**src/rtl/nyq_pkg.sv**
```systemverilog
// Shared types and constants for the NYQ frame packer.
package nyq_pkg;

    localparam int unsigned NYQ_PHASES = 8;
    localparam int unsigned NYQ_CNT_W  = 3;

    typedef logic [NYQ_CNT_W-1:0] nyq_phase_t;

    // A frame starts at phase 7 and finishes at phase 0.
    localparam nyq_phase_t NYQ_PHASE_FIRST = 3'd7;
    localparam nyq_phase_t NYQ_PHASE_LAST  = 3'd0;

    typedef enum logic {
        IDLE,
        RUN
    } nyq_pack_state_t;

    // Frame slot for a phase: phase 7 lands in slot 0 (frame LSBs).
    function automatic nyq_phase_t nyq_slot(input nyq_phase_t phase);
        return NYQ_PHASE_FIRST - phase;
    endfunction

endpackage

```
**src/rtl/nyq_frame_fifo.sv**
```systemverilog
// Synchronous FIFO for completed frames; push and pop together on a full
// FIFO are legal because the pop frees the slot the push refills.
module nyq_frame_fifo
    import nyq_pkg::*;
#(
    parameter int unsigned WIDTH = 64,
    parameter int unsigned DEPTH = 2
) (
    input  logic             clk,
    input  logic             rst,
    input  logic             push,
    input  logic [WIDTH-1:0] push_data,
    input  logic             pop,
    output logic [WIDTH-1:0] pop_data,
    output logic             full,
    output logic             empty
);

    localparam int unsigned AW = (DEPTH > 1) ? $clog2(DEPTH) : 1;

    logic [WIDTH-1:0] mem [DEPTH];
    logic [AW:0]      wr_ptr;
    logic [AW:0]      rd_ptr;
    logic             push_ok;
    logic             pop_ok;

    assign empty    = (wr_ptr == rd_ptr);
    assign full     = (wr_ptr[AW] != rd_ptr[AW]) &&
                      (wr_ptr[AW-1:0] == rd_ptr[AW-1:0]);
    assign pop_ok   = pop && !empty;
    assign push_ok  = push && (!full || pop_ok);
    assign pop_data = mem[rd_ptr[AW-1:0]];

    // Storage and pointer update; storage is cleared so the read port is 0 after reset.
    always_ff @(posedge clk) begin
        if (rst) begin
            wr_ptr <= '0;
            rd_ptr <= '0;
            for (int unsigned i = 0; i < DEPTH; i++) begin
                mem[i] <= '0;
            end
        end else begin
            if (push_ok) begin
                mem[wr_ptr[AW-1:0]] <= push_data;
                wr_ptr              <= wr_ptr + 1'b1;
            end
            if (pop_ok) begin
                rd_ptr <= rd_ptr + 1'b1;
            end
        end
    end

endmodule

```
**src/rtl/nyq_frame_packer.sv**
```systemverilog
// Packs eight NYQ phase samples (7..0) into one frame, checks phase
// continuity and queues completed frames for a valid/ready sink.
module nyq_frame_packer
    import nyq_pkg::*;
#(
    parameter int unsigned DATA_W     = 8,
    parameter int unsigned FIFO_DEPTH = 2
) (
    input  logic                     Clk_CI,
    input  logic                     Rst_RI,
    input  logic [NYQ_CNT_W-1:0]     Cnt_In_DI,
    input  logic [DATA_W-1:0]        Samp_DI,
    input  logic                     Samp_Valid_SI,
    output logic [8*DATA_W-1:0]      Frame_DO,
    output logic                     Frame_Valid_SO,
    input  logic                     Frame_Ready_SI,
    output logic                     Sync_Err_SO,
    output logic                     Ovf_SO
);

    localparam int unsigned FRAME_W = NYQ_PHASES * DATA_W;

    nyq_pack_state_t state_q, state_d;
    nyq_phase_t      exp_q, exp_d;
    nyq_phase_t      slot;
    logic [FRAME_W-1:0] part_q, part_d;
    logic [FRAME_W-1:0] push_data_q;
    logic            push_q;
    logic            complete;
    logic            start;
    logic            store;
    logic            sync_err_q, sync_err_d;
    logic            ovf_q;
    logic            fifo_full;
    logic            fifo_empty;
    logic            pop;

    assign pop            = !fifo_empty && Frame_Ready_SI;
    assign Frame_Valid_SO = !fifo_empty;
    assign Sync_Err_SO    = sync_err_q;
    assign Ovf_SO         = ovf_q;

    // Next-state, expected phase and partial-frame update for one sample.
    always_comb begin
        state_d    = state_q;
        exp_d      = exp_q;
        part_d     = part_q;
        complete   = 1'b0;
        sync_err_d = 1'b0;
        start      = 1'b0;
        store      = 1'b0;
        slot       = nyq_slot(Cnt_In_DI);

        if (Samp_Valid_SI) begin
            unique case (state_q)
                IDLE: begin
                    if (Cnt_In_DI == NYQ_PHASE_FIRST) begin
                        start = 1'b1;
                    end
                end
                RUN: begin
                    if (Cnt_In_DI == exp_q) begin
                        store    = 1'b1;
                        exp_d    = exp_q - 1'b1;
                        complete = (Cnt_In_DI == NYQ_PHASE_LAST);
                    end else begin
                        sync_err_d = 1'b1;
                        if (Cnt_In_DI == NYQ_PHASE_FIRST) begin
                            start = 1'b1;
                        end else begin
                            state_d = IDLE;
                            exp_d   = NYQ_PHASE_FIRST;
                            part_d  = '0;
                        end
                    end
                end
                default: begin
                    state_d = IDLE;
                end
            endcase
        end

        // A phase-7 sample always opens a fresh frame, discarding any partial one.
        if (start) begin
            part_d  = '0;
            store   = 1'b1;
            exp_d   = NYQ_PHASE_FIRST - 1'b1;
            state_d = RUN;
        end

        if (store) begin
            for (int unsigned i = 0; i < NYQ_PHASES; i++) begin
                if (slot == nyq_phase_t'(i)) begin
                    part_d[i*DATA_W +: DATA_W] = Samp_DI;
                end
            end
        end
    end

    // FSM, partial frame, staged push and status flags.
    always_ff @(posedge Clk_CI) begin
        if (Rst_RI) begin
            state_q     <= IDLE;
            exp_q       <= NYQ_PHASE_FIRST;
            part_q      <= '0;
            push_q      <= 1'b0;
            push_data_q <= '0;
            sync_err_q  <= 1'b0;
            ovf_q       <= 1'b0;
        end else begin
            state_q     <= state_d;
            exp_q       <= exp_d;
            part_q      <= part_d;
            sync_err_q  <= sync_err_d;
            push_q      <= complete;
            if (complete) begin
                push_data_q <= part_d;
            end
            if (push_q && fifo_full && !pop) begin
                ovf_q <= 1'b1;
            end
        end
    end

    // The completed frame is staged one cycle, so it enters the FIFO at the
    // edge after the phase-0 sample and Frame_DO stays fully registered.
    nyq_frame_fifo #(
        .WIDTH (FRAME_W),
        .DEPTH (FIFO_DEPTH)
    ) u_fifo (
        .clk       (Clk_CI),
        .rst       (Rst_RI),
        .push      (push_q),
        .push_data (push_data_q),
        .pop       (pop),
        .pop_data  (Frame_DO),
        .full      (fifo_full),
        .empty     (fifo_empty)
    );

endmodule
```
**config.mk**
```make
export PLATFORM = sky130hd
export DESIGN_NAME = nyq_frame_packer
export DESIGN_NICKNAME = d
export VERILOG_FILES = /design/src/rtl/nyq_pkg.sv /design/src/rtl/nyq_frame_fifo.sv /design/src/rtl/nyq_frame_packer.sv
export SDC_FILE = /design/constraint.sdc
export NUM_CORES = 1
export LEC_CHECK = 0
export ABC_AREA = 1
export CORE_ASPECT_RATIO = 0.7
export CORE_MARGIN = 1
export CORE_UTILIZATION = 32
export CTS_BUF_LIST = sky130_fd_sc_hd__clkbuf_2
export DETAILED_ROUTE_END_ITERATION = 12
export GPL_TIMING_DRIVEN = 0
export PLACE_DENSITY = 0.59
export SLEW_MARGIN = 20
export SYNTH_ARGS = -nofsm -noshare
export SYNTH_HDL_FRONTEND = slang
export SYNTH_HIERARCHICAL = 1
export SYNTH_SLANG_ARGS = --single-unit
```
**constraint.sdc**
```tcl
create_clock -name Clk_CI -period 3.6 [get_ports Clk_CI]
set_input_delay 0.72 -clock Clk_CI [delete_from_list [all_inputs] [get_ports Clk_CI]]
set_output_delay 0.72 -clock Clk_CI [all_outputs]
set_load 0.1 [all_outputs]
```
==> out/metrics.yaml, run 1 <==
endpoint_kind: "output pin"
vdd_drop_max_v: 0.000168
outcome: "finished clean"
clkTransAtPathRegs_ns: 0.12
cp_cell_sequence: "buf_6 > inv_4 > nand2_2 > nand2_2 > nand2_1 > inv_1 > inv_1 > dlygate4sd2_1"
worstSetupStartpointType: "flip-flop"
finish.utilization_pct: 38.5
grt_max_degree: 37
cts_resized: 239
relSlewSlack_pct: 34.6
hold_depth: 4
cts_tree: "done"
synth_top_family_by_area: "simple AND/OR/NAND/NOR gates"
fin_nets: 1274
regArea_mm2: 0.00649
reg2reg_from: "u_fifo/wr_ptr[0]"
drc: 0
ys_types: 32
path_class: "flip-flop to output pin"
yosys.area_share.xor_xnor_pct: 0.301
slowest_delay_ns: 0.84
pre_cts_slack_ns: 0.239
synthArstFlopShare_pct: 0
fillers: 3426
yosysWarnings: 6
syn_area_per_cell_um2: 10.1
yosys-top-cells-area: "edfxtp_1, dfxtp_1, mux2_2"
multi_input_area_mm2: 0.00391
cts_sinks: 260
ant_nets: 0
synthAdderAreaFrac_pct: 0.112
num_vias: 8173
worst_pin_slew_ns: 0.977
fin_area_mm2: 0.0131
synth_edf_count: 128
synthesis.nets: 1129
cap_violations: 0
comb_power_share_pct: 7.7
grt_use_total_pct: 15.8
met3_usage_pct: 3.38
crit_path_top_delay_cell: "dlygate4sd2_1"
rows: 56
firstDrtPassIters: 5
clockBufferDepth: 3
place.gp.congestion: 0.834
grt_pass1_wl_um: 43700
cts_max_level: 2
numCtsBuffers: 61
holdWs_ns: 0.184
viasPerCell: 4.60
dpl-instance-area_mm2: 0.0127
synth_top_area_share_pct: 34.3
synth-compound-area-share_pct: 6.22
drv_slew: 0
wl_um: 27800
postCtsSetupRepairBufs: 0
holdBufCountCts: 0
power_frac_seq_pct: 57.0
avgRoutedWirePerCell_um: 15.6
fin_crit_sh_pct: 92.9
min_to: "push_data_q[60]"
yosys.area_share.simple_pct: 21.7
setup_slack_ns: 0.254
rsz0062_at_grt: "no"
core_region_area_mm2: 0.0340
busiest_layer: "met2"
dieArea_mm2: 0.0358
synth_common_cells: "nand2_1, nor2_1, dfxtp_1, edfxtp_1, nand3_1"
initial_core_util_pct: 33.0
antenna_found_initial: 1
synth_cells: 1113
drive_gt1_share_pct: 25.6
area_growth_syn_to_layout_pct: 16.7
grt_pass1_vias: 7917
reg2reg_to: "u_fifo/mem[0][25]"
worstHoldStart: "Cnt_In_DI[2]"
synthesis.area_mm2: 0.0112
clock_latency_ns: 0.90
grt_remaining_overflow: 0
worstPathRequired_ns: 2.88
synth.most_common_cell: "nand2_1"
p_switching_w: 0.00157
hold_class: "input port to flip-flop"
die_w_um: 226
path_buf_inv: 5
io_pins: 82
clock.fmax_ghz: 0.299
cp_data_arrival_time_ns: 2.63
powerDensity_mw_per_mm2: 424
finalSetupViolations: 0
drt_iter0_drc: 672
clock-root-buffer: "clkbuf_2"
ys.flop_type: "dfxtp_1"
fin_crit_ns: 3.35
synth-seq-cells: 260
die_h_um: 159
place_hpwl_um: 18700
crit_family: "buffers and inverters"
switching_share_pct: 28.3
r2r_slack_ns: 0.60
synthMuxAreaShare_pct: 6.42
setup_tns_ns: 0
grt_util_met1_pct: 22.8
hold_violations: 0
grt_use_met2_pct: 23.5
r2r_cells: 14
path_max_fanout: 6
p_int_w: 0.00398
ys_seq_area_share_pct: 57.8
pwr-share-clk_pct: 35.3
port_buffers: 80
skew_ns: 0.0515
leakagePower_nw: 4.92
synth_top_area_cell: "edfxtp_1"
-- power groups by stage --
stage | sequential (W) | combinational (W) | clock, W
final | 0.00316 | 0.000430 | 0.00196
after floorplan | 0.00323 | 0.000313 | 0
after global routing | 0.00317 | 0.000452 | 0.00218
after detailed placement | 0.00323 | 0.000448 | 0
after CTS | 0.00316 | 0.000435 | 0.00204
after global placement | 0.00323 | 0.000440 | 0
-- state kept, by name (all words and copies together) (netlist names), named ones only --
name           count
u_fifo/mem       128
push_data_q       64
part_q            56
exp_q              3
u_fifo/rd_ptr      2
u_fifo/wr_ptr      2
Ovf_SO             1
Sync_Err_SO        1
push_q             1
state_q            1
-- cell families (layout without fill, tap and decap cells) --
family                   count (synthesis)  in the layout
AO/OA/AOI/OAI                          136            136
flip-flops                             260            260
XOR/XNOR                                 3              3
multiplexers                            64             64
adder cells (fa/ha/maj)                  1              1
AND/OR/NAND/NOR                        483            483
buffers and inverters                  166            363
other                                    0              1
-- final cells by class --
type | instances | share of cell area, %
Sequential cell | 260 | 49.5
Multi-Input combinational cell | 687 | 29.9
Timing Repair Buffer | 82 | 5.28
Tap cell | 464 | 4.43
Buffer | 68 | 3.62
Clock buffer | 89 | 3.40
Inverter | 98 | 2.83
Clock inverter | 26 | 1.00
Antenna cell | 1 | 0.0191
-- how the worst max path moves through the flow --
stage	from	to	slack, ns	cells past startpoint
CTS	flip-flop	Frame_DO[21]	-0.005	4
detailed placement	Frame_Ready_SI	u_fifo/mem[0][15]	0.24	10
global placement	Frame_Ready_SI	u_fifo/mem[0][11]	-1.45	9
global route	u_fifo/wr_ptr[0]	Frame_Valid_SO	0.03	8
floorplan	u_fifo/wr_ptr[0]	u_fifo/mem[0][0]	0.15	13
finish	u_fifo/wr_ptr[0]	Frame_Valid_SO	0.25	8
-- layer usage --
metal,vias to the layer above,wire [um]
li1,4016,-
met1,3880,13600
met2,231,12000
met3,46,1760
met4,0,437
met5,-,0
-- worst min-delay path: stages --
cell     delay [ns]
buf_6          0.13
nor3_2         0.09
nand2_1        0.06
a21oi_1        0.05
-- metrics by stage --
step	instances	power, W
final	1775	0.00555
after global routing	1775	0.00580
after CTS	1774	0.00563
after detailed placement	1659	0.00368
after global placement	1657	0.00367
after floorplan	1113	0.00354
-- cells in the final DEF (no fill, tap or decap), drive strengths merged, types with 2 or more instances in the layout --
cell type and n:
nor2 201, nand2 167, dfxtp 132, edfxtp 128
clkbuf 116, nand3 107, inv 99, buf 78
a21oi 70, mux2 64, o21ai 60, clkdlybuf4s15 25
clkinv 24, clkdlybuf4s50 15, dlygate4sd2 5, nand4 5
o211ai 4, nor3 2, o221ai 2, xor2 2
Note: power is estimated with default switching activity, not from simulation.
==> inputs of run 2 (changes only) <==
==> constraint.sdc (replaced) <==
create_clock -name Clk_CI -period 2.92 [get_ports Clk_CI]
set_input_delay 0.584 -clock Clk_CI [delete_from_list [all_inputs] [get_ports Clk_CI]]
set_output_delay 0.584 -clock Clk_CI [all_outputs]
set_load 0.1 [all_outputs]
==> run 2 against run 1 <==
Sequential power is 23% higher. Non-clock buffer count is 1 higher. Clock skew is 0.015 ns lower. Sequential share of layout area is 0.58 points lower. Global-route usage hardly changed. Highest routed layer unchanged.
==> out/metrics.yaml, run 2 (synthesized netlist as in run 1, its figures left out) <==
outcome: "finished clean"  # unchanged
crit_family: "buffers and inverters"  # unchanged
cts_sinks: 260  # unchanged
holdWs_ns: 0.280  # was 0.184 ns
initial_core_util_pct: 33.0  # unchanged
cts_max_level: 2  # unchanged
num_vias: 8118  # was 8173
port_buffers: 80  # unchanged
largest_reg_flops: 128  # unchanged
grt_max_degree: 35  # was 37
reg_top3: "u_fifo/mem x128, push_data_q x64, part_q x56"  # unchanged
hold_depth: 3  # was 4
firstDrtPassIters: 5  # unchanged
fin_nets: 1274  # unchanged
grt_pass1_vias: 7955  # was 7917
fin_area_mm2: 0.0132  # was 0.0131 mm2
skew_ns: 0.0362  # was 0.0515 ns
largest_register: "u_fifo/mem"  # unchanged
worstHoldStart: "Samp_DI[1]"  # was Cnt_In_DI[2]
antenna_found_initial: 1  # unchanged
layout_commonest_cell: "nand2_1"  # unchanged
reg2reg_from: "u_fifo/rd_ptr[1]"  # was u_fifo/wr_ptr[0]
worstPathRequired_ns: 2.34  # was 2.88 ns
path_max_fanout: 10  # was 6
clock_latency_ns: 0.92  # was 0.90 ns
clock-root-buffer: "clkbuf_2"  # unchanged
clock.fmax_ghz: 0.358
setup_slack_ns: 0.125  # was 0.254 ns
io_pins: 82  # unchanged
relSlewSlack_pct: 35.9  # was 34.6%
cp_cell_sequence: "buf_12 > buf_6 > mux2_2 > buf_4"  # was buf_6 > inv_4 > nand2_2 > nand2_2 > nand2_1 > inv_1 > inv_1 > dlygate4sd2_1
cp_data_arrival_time_ns: 2.21  # was 2.63 ns
rsz0062_at_grt: "yes"  # was no
finalSetupViolations: 0  # unchanged
pre_cts_slack_ns: -0.296  # was 0.239 ns
grt_remaining_overflow: 0  # unchanged
r2r_cells: 13  # was 14
drt_iter0_drc: 534  # was 672
drv_slew: 0  # unchanged
reg2reg_to: "u_fifo/mem[0][16]"  # was u_fifo/mem[0][25]
hold_violations: 0  # unchanged
cap_violations: 0  # unchanged
clkTransAtPathRegs_ns: 0.11  # was 0.12 ns
core_region_area_mm2: 0.0340  # unchanged
worstSetupStartpointType: "flip-flop"  # unchanged
worst_pin_slew_ns: 0.965  # was 0.977 ns
grt_use_total_pct: 15.8  # about the same
drc: 0  # unchanged
clockBufferDepth: 3  # unchanged
place_hpwl_um: 18700  # about the same
fin_crit_ns: 2.79
numCtsBuffers: 60  # was 61
min_to: "push_data_q[57]"  # was push_data_q[60]
hold_class: "input port to flip-flop"  # unchanged
path_buf_inv: 3  # was 5
vdd_drop_max_v: 0.000211  # was 0.000168 V
crit_path_top_delay_cell: "dfxtp_1"  # was dlygate4sd2_1
layout_common_cells: "nand2_1, nor2_1, dfxtp_1"  # unchanged
dieArea_mm2: 0.0358  # unchanged
drive_gt1_share_pct: 26.4  # was 25.6%
die_h_um: 159  # unchanged
rows: 56  # unchanged
fin_crit_sh_pct: 95.7
postCtsSetupRepairBufs: 0  # unchanged
powerDensity_mw_per_mm2: 512  # was 424 mW/mm2
cts_tree: "done"  # unchanged
endpoint_kind: "output pin"  # unchanged
place.gp.congestion: 0.850  # was 0.834
fillers: 3441  # was 3426
path_class: "flip-flop to output pin"  # unchanged
die_w_um: 226  # unchanged
leakagePower_nw: 5.01  # was 4.92 nW
viasPerCell: 4.58  # was 4.60
r2r_slack_ns: 0.20  # was 0.60 ns
grt_pass1_wl_um: 43400  # was 43700 um
dpl-instance-area_mm2: 0.0127  # unchanged
ant_nets: 0  # unchanged
slowest_delay_ns: 0.37  # was 0.84 ns
area_growth_syn_to_layout_pct: 18.1  # was 16.7%
avgRoutedWirePerCell_um: 15.7  # was 15.6 um
wl_um: 27800  # about the same
-- run 2: what timing repair did --
| item | in CTS | in global routing |
|---|---|---|
| gates resized for setup | 411 | 35 |
| hold buffers | 1 | 0 |
| setup endpoints to repair | 101 | 69 |
| endpoints found under the hold margin | 2 | 0 |
-- run 2: worst min-delay path: cells and delay by family --
| family | cells | cell delay (ns) |
|---|---|---|
| buffers and inverters | 1 | 0.44 |
| and+or+nand+nor | 1 | 0.08 |
| AOI/OAI and AO/OA | 1 | 0.05 |
-- run 2: report_power, final --
| group | switching, W | internal, W |
|---|---|---|
| sequential | 0.0000163 | 0.00388 |
| clock | 0.00145 | 0.000871 |
| combinational | 0.000430 | 0.000127 |
| total | 0.00190 | 0.00488 |
-- run 2: layout make-up --
class,count,area (um2),share of cell area (%)
inverters,98,370,2.80
multi-input cells,687,3920,29.6
well taps,464,581,4.38
clock inverters,14,55.1,0.416
repair buffers,83,818,6.18
diodes,1,2.50,0.0189
clock buffers,97,485,3.66
flip-flops and latches,260,6490,49.0
plain buffers,68,527,3.98
-- run 2: metal layers --
layer / GRT usage (%) / vias up / routed length [um]
met2: 23.3 / 227 / 11700
li1: - / 4030 / -
met1: 22.5 / 3813 / 13800
met4: 4.83 / 0 / 484
met5: 0 / - / 0
met3: 3.82 / 48 / 1810
-- run 2: worst max-delay path by stage --
stage                                   end             start  depth (start not counted)
final                          Frame_DO[62]         flip-flop                          4
after global routing           Frame_DO[36]         flip-flop                          4
after CTS                       Frame_DO[7]         flip-flop                          4
after detailed placement  u_fifo/mem[0][15]    Frame_Ready_SI                         10
after global placement    u_fifo/mem[0][13]    Frame_Ready_SI                          9
after floorplan            u_fifo/mem[0][0]  u_fifo/wr_ptr[0]                         13
-- run 2: per-stage QoR --
| stage | cells | total power [W] | setup TNS, ns | utilization (%) |
|---|---|---|---|---|
| after CTS | 1771 | 0.00686 | 0 | 38.6 |
| after global routing | 1772 | 0.00708 | -0.0164 | 39.0 |
| after floorplan | 1113 | 0.00437 | 0 | - |
| final | 1772 | 0.00678 | 0 | 39.0 |
| after detailed placement | 1659 | 0.00453 | -11.79 | 37.2 |
| after global placement | 1657 | 0.00452 | -96.52 | 37.1 |
==> inputs of run 3 (changes only) <==
--- a/config.mk
+++ b/config.mk
@@ -9,7 +9,6 @@
 export CORE_ASPECT_RATIO = 0.7
 export CORE_MARGIN = 1
 export CORE_UTILIZATION = 32
-export CTS_BUF_LIST = sky130_fd_sc_hd__clkbuf_2
 export DETAILED_ROUTE_END_ITERATION = 12
 export GPL_TIMING_DRIVEN = 0
 export PLACE_DENSITY = 0.59
==> run 3 against run 2 <==
Global-route usage shrank 0.34 points. Combinational power shrank 6.3%. Largest power group unchanged. Via count shrank 3.3%. Clock power grew 47%. Critical path type unchanged. Cell count shrank 3.7%.
==> out/metrics.yaml, run 3 (synthesized netlist as in run 1, its figures left out) <==
fin_crit_sh_pct: 97.6  # was 95.7%
holdBufCountCts: 0  # was 1
num_vias: 7851  # was 8118
drt_iter0_drc: 539  # was 534
fillers: 3387  # was 3441
postCtsSetupRepairBufs: 0  # unchanged
regArea_mm2: 0.00649  # unchanged
leakagePower_nw: 4.92  # was 5.01 nW
area_growth_syn_to_layout_pct: 18.1  # unchanged
grt_use_total_pct: 15.4  # was 15.8%
ant_nets: 0  # unchanged
core_region_area_mm2: 0.0340  # unchanged
firstDrtPassIters: 5  # unchanged
rsz0062_at_grt: "no"  # was yes
outcome: "finished clean"  # unchanged
reg_top3: "u_fifo/mem x128, push_data_q x64, part_q x56"  # unchanged
io_pins: 82  # unchanged
cap_violations: 0  # unchanged
worst_pin_slew_ns: 0.975  # was 0.965 ns
clock_latency_ns: 0.54  # was 0.92 ns
dieArea_mm2: 0.0358  # unchanged
largest_register: "u_fifo/mem"  # unchanged
clock-root-buffer: "clkbuf_16"  # was clkbuf_2
layout_common_cells: "nand2_1, nor2_1, dfxtp_1"  # unchanged
grt_max_degree: 35  # unchanged
viasPerCell: 4.60  # was 4.58
worstPathRequired_ns: 2.34  # about the same
drv_slew: 0  # unchanged
rows: 56  # unchanged
path_max_fanout: 10  # unchanged
clock.fmax_ghz: 0.351  # was 0.358 GHz
fin_crit_ns: 2.85  # was 2.79 ns
vdd_drop_max_v: 0.000373  # was 0.000211 V
grt_pass1_wl_um: 42600  # was 43400 um
skew_ns: 0.0110  # was 0.0362 ns
layout_commonest_cell: "nand2_1"  # unchanged
cts_max_level: 1  # was 2
cts_resized: 289  # was 411
finalSetupViolations: 0  # unchanged
path_class: "flip-flop to output pin"  # unchanged
die_h_um: 159  # unchanged
multi_input_area_mm2: 0.00392  # unchanged
cts_tree: "done"  # unchanged
fin_cells: 1707  # was 1772
crit_path_top_delay_cell: "dlygate4sd2_1"  # was dfxtp_1
avgRoutedWirePerCell_um: 15.9  # was 15.7 um
holdWs_ns: 0.424  # was 0.280 ns
worstSetupStartpointType: "flip-flop"  # unchanged
fin_nets: 1239  # was 1274
dpl.cell_count: 1659  # unchanged
grt_pass1_vias: 7620  # was 7955
pre_cts_slack_ns: -0.296  # unchanged
relSlewSlack_pct: 34.8  # was 35.9%
antennaDiodeCount: 0  # was 1
endpoint_kind: "output pin"  # unchanged
cts_sinks: 260  # unchanged
drive_gt1_share_pct: 22.8  # was 26.4%
clkTransAtPathRegs_ns: 0.06  # was 0.11 ns
p_total_w: 0.00785  # was 0.00678 W
cp_data_arrival_time_ns: 2.27  # was 2.21 ns
wl_um: 27200  # was 27800 um
place.gp.congestion: 0.850  # unchanged
antenna_found_initial: 0  # was 1
slowest_delay_ns: 0.85  # was 0.37 ns
die_w_um: 226  # unchanged
clockBufferDepth: 3  # unchanged
cp_cell_sequence: "buf_2 > mux2_2 > dlygate4sd2_1"  # was buf_12 > buf_6 > mux2_2 > buf_4
hold_violations: 0  # unchanged
grt_remaining_overflow: 0  # unchanged
drc: 0  # unchanged
numCtsBuffers: 26  # was 60
setup_slack_ns: 0.0691  # was 0.125 ns
place_hpwl_um: 18700  # unchanged
largest_reg_flops: 128  # unchanged
initial_core_util_pct: 33.0  # unchanged
powerDensity_mw_per_mm2: 592  # was 512 mW/mm2
hold_class: "input port to flip-flop"  # unchanged
port_buffers: 80  # unchanged
[run 3: changes by cell type in the layout (fill, tap and decap cells not counted), moves of 10 or more]
cell       before  now
buf_2          13   75
buf_4          31   10
buf_6          50    8
clkbuf_16       0   30
clkbuf_2       97    4
clkinv_1       10    0
[run 3: final cells by class]
cell class / count / area share, %
plain buffers: 68 / 3.54
clock inverters: 3 / 0.113
repair buffers: 82 / 3.97
inverters: 98 / 2.80
well taps: 464 / 4.38
multi-input cells: 687 / 29.6
clock buffers: 45 / 6.63
flip-flops and latches: 260 / 49.0
[run 3: where the power goes]
part	leakage [nW]	switching, W	total, W	internal [W]
sequential	2.39	0.0000163	0.00390	0.00389
clock	0.444	0.00139	0.00342	0.00204
combinational	2.09	0.000424	0.000522	0.0000976
total	4.92	0.00183	0.00785	0.00602
[run 3: path summary, 6_finish.rpt]
path | slack, ns | cells past startpoint | startpoint | to
setup / recovery | 0.07 | 3 | flip-flop | Frame_DO[47]
hold / removal | 0.42 | 4 | Cnt_In_DI[2] | push_data_q[60]
setup reg to reg | 0.22 | 13 | u_fifo/rd_ptr[1] | u_fifo/mem[0][16]
hold reg to reg | 0.47 | 2 | Ovf_SO | Ovf_SO
[run 3: worst max-delay path, delay by kind of cell, from the launching register on]
family | cells | cell delay [ns]
buffers and inverters | 2 | 1.19
DFF | 1 | 0.30
muxes | 1 | 0.24
[run 3: metrics by stage]
step	TNS (ns)	util, %	area, um2
floorplan	0	-	11200
global placement	-96.52	37.1	12600
detailed placement	-11.79	37.2	12700
CTS	-0.161	39.2	13300
global route	0	39.0	13200
finish	0	39.0	13200
[run 3: routing by layer]
| layer | GRT usage (%) | up-vias | wire length [um] |
|---|---|---|---|
| met5 | 0 | - | 0 |
| li1 | - | 3919 | - |
| met2 | 23.3 | 164 | 11400 |
| met1 | 22.7 | 3729 | 14000 |
| met4 | 3.40 | 0 | 505 |
| met3 | 2.86 | 39 | 1270 |
==> patch: new RTL, settings of run 3 <==
Change the parameter `DATA_W` from 8 to 12.
--- a/src/rtl/nyq_frame_packer.sv
+++ b/src/rtl/nyq_frame_packer.sv
@@ -4,5 +4,5 @@
     import nyq_pkg::*;
 #(
-    parameter int unsigned DATA_W     = 8,
+    parameter int unsigned DATA_W     = 12,
     parameter int unsigned FIFO_DEPTH = 2
 ) (
Ports: changed (resized Frame_DO and Samp_DI); port bits go from 82 to 118. The function was not compared with the original's and may differ.
==> patch against run 3 <==
- routed wire length rose by 57%
- cell area rose by 49%
- sequential cell count rose by 131
- first-iteration DRC count rose by 93%
- die area rose by 46%
- area after synthesis rose by 46%
- sequential share of layout area rose by 0.37 points
- setup slack improved by 4.9 ps
- total power rose by 51%
- critical endpoint is now Frame_DO[35]
==> patch: results (changes against run 3) <==
- The run finished with clean final reports.
- The reg2reg setup slack is 300 ps (+80 ps).
- By area the synthesized netlist is led by edfxtp_1 (35%), dfxtp_1 (24%), mux2_2 (6.6%), nor2_1 (5.8%), nand3_1 (5.0%).
- In the final layout, the registers with the most flip-flops are u_fifo/mem (192), push_data_q (96), part_q (91).
- The number of fillers in the final layout is 5018 (+48%).
- The post-route non-filler standard cell count came to 2511 (+47%).
- The number of antenna violations at the first check in global routing is 2 (+2).
- The DRC violation total after the first TritonRoute iteration is 1040 (+93%).
- The number of global-route vias before repair came to 11500 (+51%).
- The headroom to the max-slew limit is 35.6% (+0.79 points).
- The layout net count is 1824 (+47%).
- The worst min-delay path category is reg -> reg.
- The count of buffers from port buffering is 116 (+45%).
- The worst setup timing slack at the placement stage came to -685 ps (-389 ps).
- The largest net degree at the start of global routing is 98 (+180%).
- The beginning of the worst hold path is Ovf_SO$_SDFFE_PP0P_.
- The post-place instance area is 18500 sq um (+46%).
- The peak per-stage delay on the critical path is 500 ps (-350 ps).
- The number of synthesized flops with an enable pin is 192 (+50%).
- The number of distinct library cell variants in the gate-level netlist after synthesis is 37 (+16%).
- The worst hold endpoint is Ovf_SO$_SDFFE_PP0P_.
- The post-synthesis average cell area is 10.0 sq um (-0.71%).
- The setup slack of the critical path after layout is 74.1 ps (+4.95 ps).
- The endpoint identified for the worst register-to-register timing path is u_fifo/mem[1][49]$_SDFFCE_PN0P_.
- The vias per cell is 4.74 (+3.0%).
- The depth of the worst hold-timing path came to 2 (-2).
- The worst setup path endpoint is Frame_DO[35].
- The worst supply voltage drop on vdd was 0.322 mV (-14%).
- The minimum hold slack came to 485 ps (+61.5 ps).
- The ratio of cells with drive above 1 in the final layout is 25.1% (+2.3 points).
- The wire length of the first global-routing pass is 67.0 mm (+57%).
- The final clock skew is 10.9 ps (-0.0878 ps).
- The final weighted congestion in routability-driven placement is 0.816 (-4.0%).
- The H-tree depth reported by CTS came to 2 (+1).
- Ranked by instance count, the synthesized netlist is headed by nor2_1 (255), dfxtp_1 (199), edfxtp_1 (192).
- The wire length after detailed routing was 42.7 mm (+57%).
- The global-route total usage across every layer came to 16.5% (+1.1 points).
- The number of cells on the worst reg-to-reg path is 11 (-2).
- The reg-to-reg critical path startpoint is u_fifo/wr_ptr[0]$_SDFFE_PP0P_.
- The post-synthesis net count is 1662 (+47%).
- For this design, the slowest cell found on the critical path is dfxtp_2.
patch: report_power, final:
group          internal, mW  switching, mW  total [mW]
registers              5.84         0.0254        5.87
clock network          3.02           2.13        5.15
logic                 0.158          0.651       0.810
patch: logic make-up after synthesis:
family,after synthesis,synth area share (%)
buffers and inverters,252,7.25
flip-flops,391,59.3
XOR/XNOR,4,0.259
adder cells (fa/ha/maj),1,0.0761
multiplexers,96,6.58
AND/OR/NAND/NOR,690,19.4
AO/OA/AOI/OAI,208,7.10
patch: repair_timing:
item,4_1_cts,5_1_grt
cloned,3,0
buffers inserted,1,1
pin swaps,2,1
endpoints found under the hold margin,0,0
resized for setup,377,6
setup endpoints to repair,193,112
patch: layout make-up:
cell class | instances | area share [%]
flip-flops and latches | 391 | 49.3
multi-input cells | 1002 | 28.3
clock buffers | 63 | 6.28
repair buffers | 118 | 5.27
well taps | 674 | 4.27
plain buffers | 116 | 3.53
inverters | 135 | 2.58
clock inverters | 11 | 0.449
diodes | 1 | 0.0127
patch: per-stage QoR:
step | TNS (ps) | utilization [%]
finish | 0 | 38.9
global route | 0 | 38.9
CTS | -160 | 38.9
detailed placement | -103170 | 36.4
global placement | -166590 | 36.4
floorplan | 0 | -
patch: per-layer routing:
layer / global-route usage, % / share of wire, %
met3: 3.16 / 5.9
met2: 24.3 / 43
met5: 0 / 0.054
met1: 24.8 / 50
met4: 3.31 / 1.6
patch: tightest hold or removal path, stage by stage (launching register included):
cell	delay (ps)
dfxtp_1	330
nor2_1	50
nor2_1	70
